### src/rtl/threshold_classifier.sv
// threshold_classifier: sliced multi-threshold compare with hysteresis-filtered seven-segment class display
module threshold_classifier #(
    parameter int WIDTH = 8,
    parameter int NIB = 4,
    parameter int NTHR = 3,
    parameter int HOLD = 2,
    parameter logic [NTHR*WIDTH-1:0] THR_INIT = {8'hC2, 8'h74, 8'h27}
) (
    input  logic             clk,
    input  logic             rst_n,
    input  logic             in_valid,
    input  logic [WIDTH-1:0] in_data,
    output logic             in_ready,
    input  logic             cfg_we,
    input  logic [3:0]       cfg_idx,
    input  logic [WIDTH-1:0] cfg_data,
    output logic             cfg_ready,
    output logic             res_valid,
    output logic [NTHR-1:0]  res_lt,
    output logic [NTHR-1:0]  res_eq,
    output logic [NTHR-1:0]  res_gt,
    output logic [3:0]       res_class,
    output logic [3:0]       disp_class,
    output logic [6:0]       seg
);
    localparam int NS = WIDTH / NIB;
    localparam int PW = (NS > 1) ? $clog2(NS) : 1;
    localparam int CW = (HOLD > 1) ? $clog2(HOLD + 1) : 1;
    localparam logic [1:0] S_IDLE = 2'd0;
    localparam logic [1:0] S_CMP  = 2'd1;
    localparam logic [1:0] S_DONE = 2'd2;

    logic [1:0]       r_state;
    logic [PW-1:0]    r_ptr;
    logic [WIDTH-1:0] r_sample;
    logic [WIDTH-1:0] r_thr [NTHR];
    logic [NTHR-1:0]  r_lt, r_gt;
    logic             r_valid;
    logic [NTHR-1:0]  r_res_lt, r_res_eq, r_res_gt;
    logic [3:0]       r_class, r_disp, r_pend;
    logic [CW-1:0]    r_cnt;
    logic [NTHR-1:0]  w_lt_nx, w_gt_nx;
    logic [3:0]       w_class;
    logic [CW-1:0]    w_cnt_nx;
    logic             w_idle, w_last;

    assign w_idle     = r_state == S_IDLE;
    assign w_last     = r_ptr == '0;
    assign in_ready   = w_idle;
    assign cfg_ready  = w_idle;
    assign res_valid  = r_valid;
    assign res_lt     = r_res_lt;
    assign res_eq     = r_res_eq;
    assign res_gt     = r_res_gt;
    assign res_class  = r_class;
    assign disp_class = r_disp;

    // Thresholds still undecided (neither lt nor gt) resolve on the current slice; decided ones stick
    genvar k;
    generate
        for (k = 0; k < NTHR; k++) begin : g_cmp
            logic [NIB-1:0] w_s, w_t;
            assign w_s = r_sample[r_ptr*NIB +: NIB];
            assign w_t = r_thr[k][r_ptr*NIB +: NIB];
            assign w_lt_nx[k] = r_lt[k] | (!r_gt[k] && w_s < w_t);
            assign w_gt_nx[k] = r_gt[k] | (!r_lt[k] && w_s > w_t);
        end
    endgenerate

    // Class is the number of thresholds strictly below the sample
    always_comb begin
        w_class = '0;
        for (int i = 0; i < NTHR; i++) w_class = w_class + 4'(w_gt_nx[i]);
    end

    assign w_cnt_nx = (w_class == r_pend) ? r_cnt + 1'b1 : CW'(1);

    // Threshold registers are writable only while idle; out-of-range indices match nothing
    always_ff @(posedge clk or negedge rst_n) begin
        if (!rst_n) begin
            for (int i = 0; i < NTHR; i++) r_thr[i] <= THR_INIT[i*WIDTH +: WIDTH];
        end else begin
            for (int i = 0; i < NTHR; i++)
                if (cfg_we && w_idle && cfg_idx == 4'(i)) r_thr[i] <= cfg_data;
        end
    end

    // Control FSM plus per-slice compare state
    always_ff @(posedge clk or negedge rst_n) begin
        if (!rst_n) begin
            r_state  <= S_IDLE;
            r_ptr    <= '0;
            r_sample <= '0;
            r_lt     <= '0;
            r_gt     <= '0;
        end else begin
            case (r_state)
                S_IDLE: if (in_valid) begin
                    r_state  <= S_CMP;
                    r_sample <= in_data;
                    r_ptr    <= PW'(NS - 1);
                    r_lt     <= '0;
                    r_gt     <= '0;
                end
                S_CMP: begin
                    r_lt    <= w_lt_nx;
                    r_gt    <= w_gt_nx;
                    r_ptr   <= r_ptr - 1'b1;
                    r_state <= w_last ? S_DONE : S_CMP;
                end
                default: r_state <= S_IDLE;
            endcase
        end
    end

    // Results are captured on the last slice and held until the next result
    always_ff @(posedge clk or negedge rst_n) begin
        if (!rst_n) begin
            r_valid  <= 1'b0;
            r_res_lt <= '0;
            r_res_eq <= '0;
            r_res_gt <= '0;
            r_class  <= '0;
        end else begin
            r_valid <= r_state == S_CMP && w_last;
            if (r_state == S_CMP && w_last) begin
                r_res_lt <= w_lt_nx;
                r_res_gt <= w_gt_nx;
                r_res_eq <= ~(w_lt_nx | w_gt_nx);
                r_class  <= w_class;
            end
        end
    end

    // Displayed class changes only after HOLD consecutive agreeing different results
    always_ff @(posedge clk or negedge rst_n) begin
        if (!rst_n) begin
            r_disp <= '0;
            r_pend <= '0;
            r_cnt  <= '0;
        end else if (r_state == S_CMP && w_last) begin
            if (w_class == r_disp) begin
                r_cnt <= '0;
            end else begin
                r_pend <= w_class;
                r_cnt  <= (w_cnt_nx == CW'(HOLD)) ? '0 : w_cnt_nx;
                if (w_cnt_nx == CW'(HOLD)) r_disp <= w_class;
            end
        end
    end

    // Active-low {a,b,c,d,e,f,g} digit decode; out-of-range values blank the digit
    always_comb begin
        case (r_disp)
            4'd0:    seg = 7'b0000001;
            4'd1:    seg = 7'b1001111;
            4'd2:    seg = 7'b0010010;
            4'd3:    seg = 7'b0000110;
            4'd4:    seg = 7'b1001100;
            4'd5:    seg = 7'b0100100;
            4'd6:    seg = 7'b0100000;
            4'd7:    seg = 7'b0001111;
            4'd8:    seg = 7'b0000000;
            4'd9:    seg = 7'b0000100;
            default: seg = 7'b1111111;
        endcase
    end
endmodule
### config.mk
export PLATFORM = sky130hd
export DESIGN_NAME = threshold_classifier
export DESIGN_NICKNAME = d
export VERILOG_FILES = /design/src/rtl/threshold_classifier.sv
export SDC_FILE = /design/constraint.sdc
export NUM_CORES = 1
export LEC_CHECK = 0
export BUFFER_PORTS_ARGS = -buffer_cell sky130_fd_sc_hd__clkbuf_2
export CAP_MARGIN = 20
export CORE_MARGIN = 2
export CORE_UTILIZATION = 60
export DETAILED_ROUTE_END_ITERATION = 12
export GPL_ROUTABILITY_DRIVEN = 1
export PLACE_DENSITY_LB_ADDON = 0.2
export SLEW_MARGIN = 20
export SYNTH_ARGS = -nofsm -noshare
export SYNTH_HDL_FRONTEND = slang
export SYNTH_SLANG_ARGS = --single-unit
### constraint.sdc
create_clock -name clk -period 5.31 [get_ports clk]
set_input_delay 0.2655 -clock clk [delete_from_list [all_inputs] [get_ports clk]]
set_output_delay 0.2655 -clock clk [all_outputs]
set_load 0.05 [all_outputs]
==> results.yml, run 1 <==
outcome:
  status: "finished, final reports clean"
flow_run:
  drv_cap: 0
synth:
  async_flop_share_pct: 100.0
  yosys-top-cells-area: "dfrtp_1 42%, mux2_2 14%, dfstp_2 10%, ha_1 5.2%, mux2i_1 3.8%"
  netlist_area_mm2: 0.002874
  yosys.area_share.simple_pct: 7.880
  avgSynthCellArea_um2: 12.77
  synth_top_family_by_area: "multiplexers"
  synth_xor_xnor_area_share_pct: 1.219
  yosys_warnings: 0
  seq_area_frac_synth_pct: 51.85
  synth_compound_area_share_pct: 10.10
  synth_top_cell_area_share_pct: 41.79
  muxShareOfSynthArea_pct: 19.11
  synth_edf_count: 0
  synth_area_leader_cell: "dfrtp_1"
  ys_types: 37
  synth_cells: 225
  ys.flop_type: "dfrtp_1"
  synthAdderAreaFrac_pct: 5.921
  ys_ff_latch: 59
clocking:
  postCtsSetupRepairBufs: 0
  cts_sinks: 59
  cts_max_path_buffers: 2
  ctsResizeCount: 0
  clock_latency_ns: 0.32
  ctsHoldBuffers: 0
  htree_num_levels: 3
  cts_tree: "built"
  cts.reportedPaths.clkPinSlew_ns: 0.06
  numCtsBuffers: 9
  root_buffer: "clkbuf_8"
sta:
  slew_headroom_pct: 45.82
  rsz0062_at_grt: "false"
  slew_viol_final: 0
  finClkSkew_ns: 0.007570
  setup_tns_ns: 0
  finalHoldViolCount: 0
  max_freq_mhz: 265.2
  period_needed_ns: 3.770
  worst_pin_slew_ns: 0.8108
  finalSetupViolCount: 0
  fin_crit_sh_pct: 71.00
worst_setup_path:
  crit_buf_inv: 0
  critical_path.top_delay_family: "adder cells"
  start_kind: "flop"
  cp.arrival_ns: 3.97
  max_stage_delay_ns: 0.85
  critical_path.max_fanout: 19
  critPathRequiredTime_ns: 5.50
  endpoint_kind: "flop"
  crit_slowest_cell: "dfrtp_1"
  criticalPathCategory: "flop to flop"
  crit_chain: "mux2_2 -> ha_1 -> nor2b_1 -> o211ai_1 -> o2bb2ai_1 -> fa_1 -> xor2_1 -> nand3_1 -> or3_1 -> mux2i_1"
cells_and_area:
  final_cell_mix: "48 x dfrtp_1, 45 x clkbuf_2, 36 x mux2_2, 17 x o21ai_0"
  final_common_cell: "dfrtp_1"
  nNetsFinal: 309
  num_antenna_cells: 0
  syn2layout_area_growth_pct: 14.50
  drive_above_1_share_pct: 40.79
drt:
  wl_per_cell_um: 15.56
  drt_pass1_iterations: 4
  drt_iter0_markers: 90
  vias: 1893
  wl_um: 5150
  drtAntennaViolNets: 0
  drcViolationCount: 0
  vias_per_cell: 5.719
die:
  die_y_um: 73.21
  rows: 25
  coreArea_mm2: 0.004661
  die_area_mm2: 0.005360
  fp.dieW_um: 73.21
  start_util_pct: 61.66
  pin_count: 51
placed_design:
  gp_congestion: 0.8853
  portBuffers: 45
  dp_hpwl_um: 3868
grt:
  grt_pass1_vias: 1798
  grt_pass1_wl_um: 8652
  antenna_found_initial: 0
  grt_usage_pct: 21.67
  grt_max_degree: 60
  grt_overflow: 0
worst_hold_path:
  hold_class: "primary input to async pin"
-- logic make-up after synthesis --
logic type      Yosys count
flops                    59
fa+ha+maj                13
compound gates           43
simple gates             36
other cells               1
xor+xnor                  4
mux                      50
buf+inv                  19
-- worst reg2reg max path: stages (launching register included) --
cell and delay (ns):
dfrtp_1 0.85, mux2_2 0.45, ha_1 0.32, nor2b_1 0.14, o211ai_1 0.27, o2bb2ai_1 0.22
fa_1 0.54, xor2_1 0.22, nand3_1 0.14, or3_1 0.36, mux2i_1 0.13
-- metal layers --
layer / vias up / global-route usage [%] / share of wire, % / routed length, µm
met5: - / 0 / 0 / 0
met4: 0 / 9.877 / 1.7 / 85
met3: 9 / 5.110 / 4.4 / 228
met2: 52 / 33.23 / 49 / 2519
met1: 924 / 29.23 / 45 / 2317
li1: 908 / - / - / -
-- area by class of cell --
type	count	area, µm²
repair buffers	46	232.7
clock inverters	1	5.005
multi-input cells	151	1290
clock buffers	15	186.4
flip-flops and latches	59	1490
well taps	54	67.56
fillers	350	1370
inverters	5	18.77
-- cells in the mapped netlist (2+ instances only) --
library cell / instances
a41oi_1: 3
nor2_1: 5
o21ai_0: 17
mux2_1: 3
a22o_1: 5
a21oi_1: 4
buf_2: 6
dfrtp_1: 48
nor2b_1: 4
nand2_1: 13
xnor2_1: 2
a32o_1: 3
mux2i_1: 11
a211oi_1: 3
nor3b_4: 2
nor3_1: 4
dfstp_2: 11
buf_4: 8
xor2_1: 2
mux2_2: 36
o211ai_1: 3
inv_1: 5
ha_1: 12
o2bb2ai_1: 2
-- stage by stage --
stage	util, %	cells	setup slack (ns)	hold WS, ns	instance area (µm²)
3_3_place_gp	66.50	315	1.615	0.4528	3099
5_1_grt	70.60	331	1.217	0.1454	3291
4_1_cts	70.60	331	1.531	0.1094	3291
6_report	70.60	331	1.540	0.08049	3291
3_5_place_dp	66.50	315	1.554	0.4555	3099
2_1_floorplan	-	229	2.043	-0.03009	2889
-- sequential cells by signal, summed over array words and instances, names as in the netlist --
| name | cells |
|---|---|
| r_cnt | 2 |
| r_ptr | 1 |
| res_class | 2 |
| r_pend | 2 |
| disp_class | 2 |
| r_thr | 24 |
| r_lt | 3 |
| res_lt | 3 |
| res_valid | 1 |
| r_gt | 3 |
| res_eq | 3 |
| r_sample | 8 |
| r_state | 2 |
| res_gt | 3 |
-- worst paths after layout --
path | startpoint | end | slack [ns] | depth (start not counted)
worst min-delay path | rst_n | res_lt[0] | 0.08 | 2
worst min register to register | res_class[1] | res_class[1] | 0.48 | 2
max in group asynchronous | rst_n | r_thr[20] | 4.75 | 2
worst max-delay path | r_ptr | disp_class[1] | 1.54 | 10
worst max register to register | r_ptr | disp_class[1] | 1.54 | 10
min in group clk | in_data[1] | r_sample[1] | 0.17 | 2
Power of run 1 is not shown: default switching activity piles up to over one toggle a cycle in this logic, so the estimate is an artifact.
==> inputs of run 2 (changes only) <==
--- a/config.mk
+++ b/config.mk
@@ -8,7 +8,7 @@
 export BUFFER_PORTS_ARGS = -buffer_cell sky130_fd_sc_hd__clkbuf_2
 export CAP_MARGIN = 20
 export CORE_MARGIN = 2
-export CORE_UTILIZATION = 60
+export CORE_UTILIZATION = 55
 export DETAILED_ROUTE_END_ITERATION = 12
 export GPL_ROUTABILITY_DRIVEN = 1
 export PLACE_DENSITY_LB_ADDON = 0.2
==> constraint.sdc (replaced) <==
create_clock -name clk -period 3.5 [get_ports clk]
set_input_delay 0.175 -clock clk [delete_from_list [all_inputs] [get_ports clk]]
set_output_delay 0.175 -clock clk [all_outputs]
set_load 0.05 [all_outputs]
==> run 2 against run 1 <==
Die area grew 8.6%. Final cell count grew 8.8%. Fmax grew 16%. Setup slack lost 1.3 ns. Utilization shrank 3.2 points. Global-route usage shrank 1.3 points. Register-to-register slack lost 1.3 ns. Clock skew grew 0.0010 ns. Routed wire length grew 3.2%.
==> results.yml, run 2 (synthesis results as in run 1) <==
outcome:
  status: "finished, final reports clean"
sta:
  finalHoldViolCount: 0
  slew_headroom_pct: 45.69
  setup_tns_ns: 0
  finClkSkew_ns: 0.008600
  slew_viol_final: 0
  fin_crit_sh_pct: 92.59
  worst_pin_slew_ns: 0.8127
  period_needed_ns: 3.241
  finalSetupViolCount: 0
  rsz0062_at_grt: "false"
  max_freq_mhz: 308.6
  holdWs_ns: 0.06235
drt:
  vias: 1870
  drt_iter0_markers: 118
  drtAntennaViolNets: 0
  wl_per_cell_um: 14.76
  drcViolationCount: 0
  wl_um: 5315
  drt_pass1_iterations: 4
  vias_per_cell: 5.194
cells_and_area:
  final_common_cell: "dfrtp_1"
  largest_reg_flops: 24
  syn2layout_area_growth_pct: 19.02
  nNetsFinal: 322
  drive_above_1_share_pct: 42.76
  largest_registers: "r_thr: 24 flops, r_sample: 8 flops"
  final_cell_mix: "47 x dfrtp_1, 45 x clkbuf_2, 36 x mux2_2, 16 x o21ai_0, 13 x nand2_1"
  regMostFlops: "r_thr"
  num_antenna_cells: 0
worst_setup_path:
  worstSetupStartpoint: "r_ptr"
  critical_path.top_delay_family: "adder cells"
  reg2reg_from: "r_ptr"
  max_stage_delay_ns: 0.50
  start_kind: "flop"
  endpoint_kind: "flop"
  cp.arrival_ns: 3.46
  crit_slowest_cell: "fa_1"
  crit_buf_inv: 1
  crit_chain: "buf_4 -> mux2i_1 -> ha_1 -> a211oi_1 -> o2bb2ai_1 -> fa_1 -> xor2_1 -> nand3_1 -> or3_1 -> mux2i_1"
  critPathRequiredTime_ns: 3.72
  path_common_cell: "mux2i_1"
  criticalPathCategory: "flop to flop"
  critical_path.max_fanout: 7
die:
  fp.dieW_um: 76.29
  rows: 26
  die_area_mm2: 0.005819
  die_y_um: 76.29
  coreArea_mm2: 0.005075
  start_util_pct: 56.63
  pin_count: 51
clocking:
  clock_latency_ns: 0.34
  htree_num_levels: 3
  cts_max_path_buffers: 2
  numCtsBuffers: 9
  cts.reportedPaths.clkPinSlew_ns: 0.06
  cts_sinks: 59
  root_buffer: "clkbuf_8"
  cts_tree: "built"
placed_design:
  gp_congestion: 0.8439
  portBuffers: 45
  dp_hpwl_um: 3934
grt:
  grt_pass1_vias: 1953
  grt_usage_pct: 20.38
  antenna_found_initial: 0
  grt_max_degree: 32
  grt_pass1_wl_um: 9101
  grt_overflow: 0
worst_hold_path:
  hold_class: "primary input to flop"
  min_from: "in_data[4]"
flow_run:
  drv_cap: 0
==> run 2: layout make-up <==
cell class,instances,area [µm²]
clock buffer,14,152.6
sequential,59,1491
tap,70,87.58
timing repair buffer,59,345.3
inverter,5,18.77
multi-input combinational,151,1290
fill,401,1654
clock inverter,2,35.03
==> run 2: path summary, 6_finish.rpt <==
path	end	slack, ns	cells past startpoint
worst max-delay path	disp_class[1]	0.26	10
worst min-delay path	r_sample[4]	0.06	2
worst max register to register	disp_class[1]	0.26	10
worst min register to register	res_class[1]	0.48	2
max in group asynchronous	r_ptr	2.22	3
min in group asynchronous	r_thr[20]	0.42	2
==> run 2: worst reg2reg max path: cells and delay by family (launching register included) <==
family          cells  cell delay (ns)
buf+inv             1             0.22
flops               1             0.48
xor+xnor            1             0.20
compound gates      2             0.56
fa+ha+maj           2             0.79
mux                 2             0.39
simple gates        2             0.49
==> run 2: per-layer routing <==
layer  share of wire, %  vias up  GRT usage (%)
li1                   -      928              -
met5                  0        -              0
met3                4.6        9          6.635
met1                 48      882          26.79
met4                2.0        0          9.455
met2                 45       51          30.80
==> run 2: repair_timing <==
| action | 4_1_cts | 5_1_grt |
|---|---|---|
| resized for setup | 0 | 2 |
| setup endpoints to repair | 0 | 6 |
| buffers inserted | 0 | 2 |
| endpoints found under the hold margin | 17 | 0 |
| hold buffers | 1 | 0 |
==> run 2: per-stage QoR <==
stage,util (%),std cells,worst slack (ns),area [µm²]
3_3_place_gp,62.94,341,0.1467,3194
6_report,67.41,360,0.2594,3421
4_1_cts,66.84,358,0.01904,3392
3_5_place_dp,62.94,341,0.06052,3194
5_1_grt,67.41,360,0.02052,3421
2_1_floorplan,-,229,0.2331,2889
Power of run 2 is left out for the same reason.
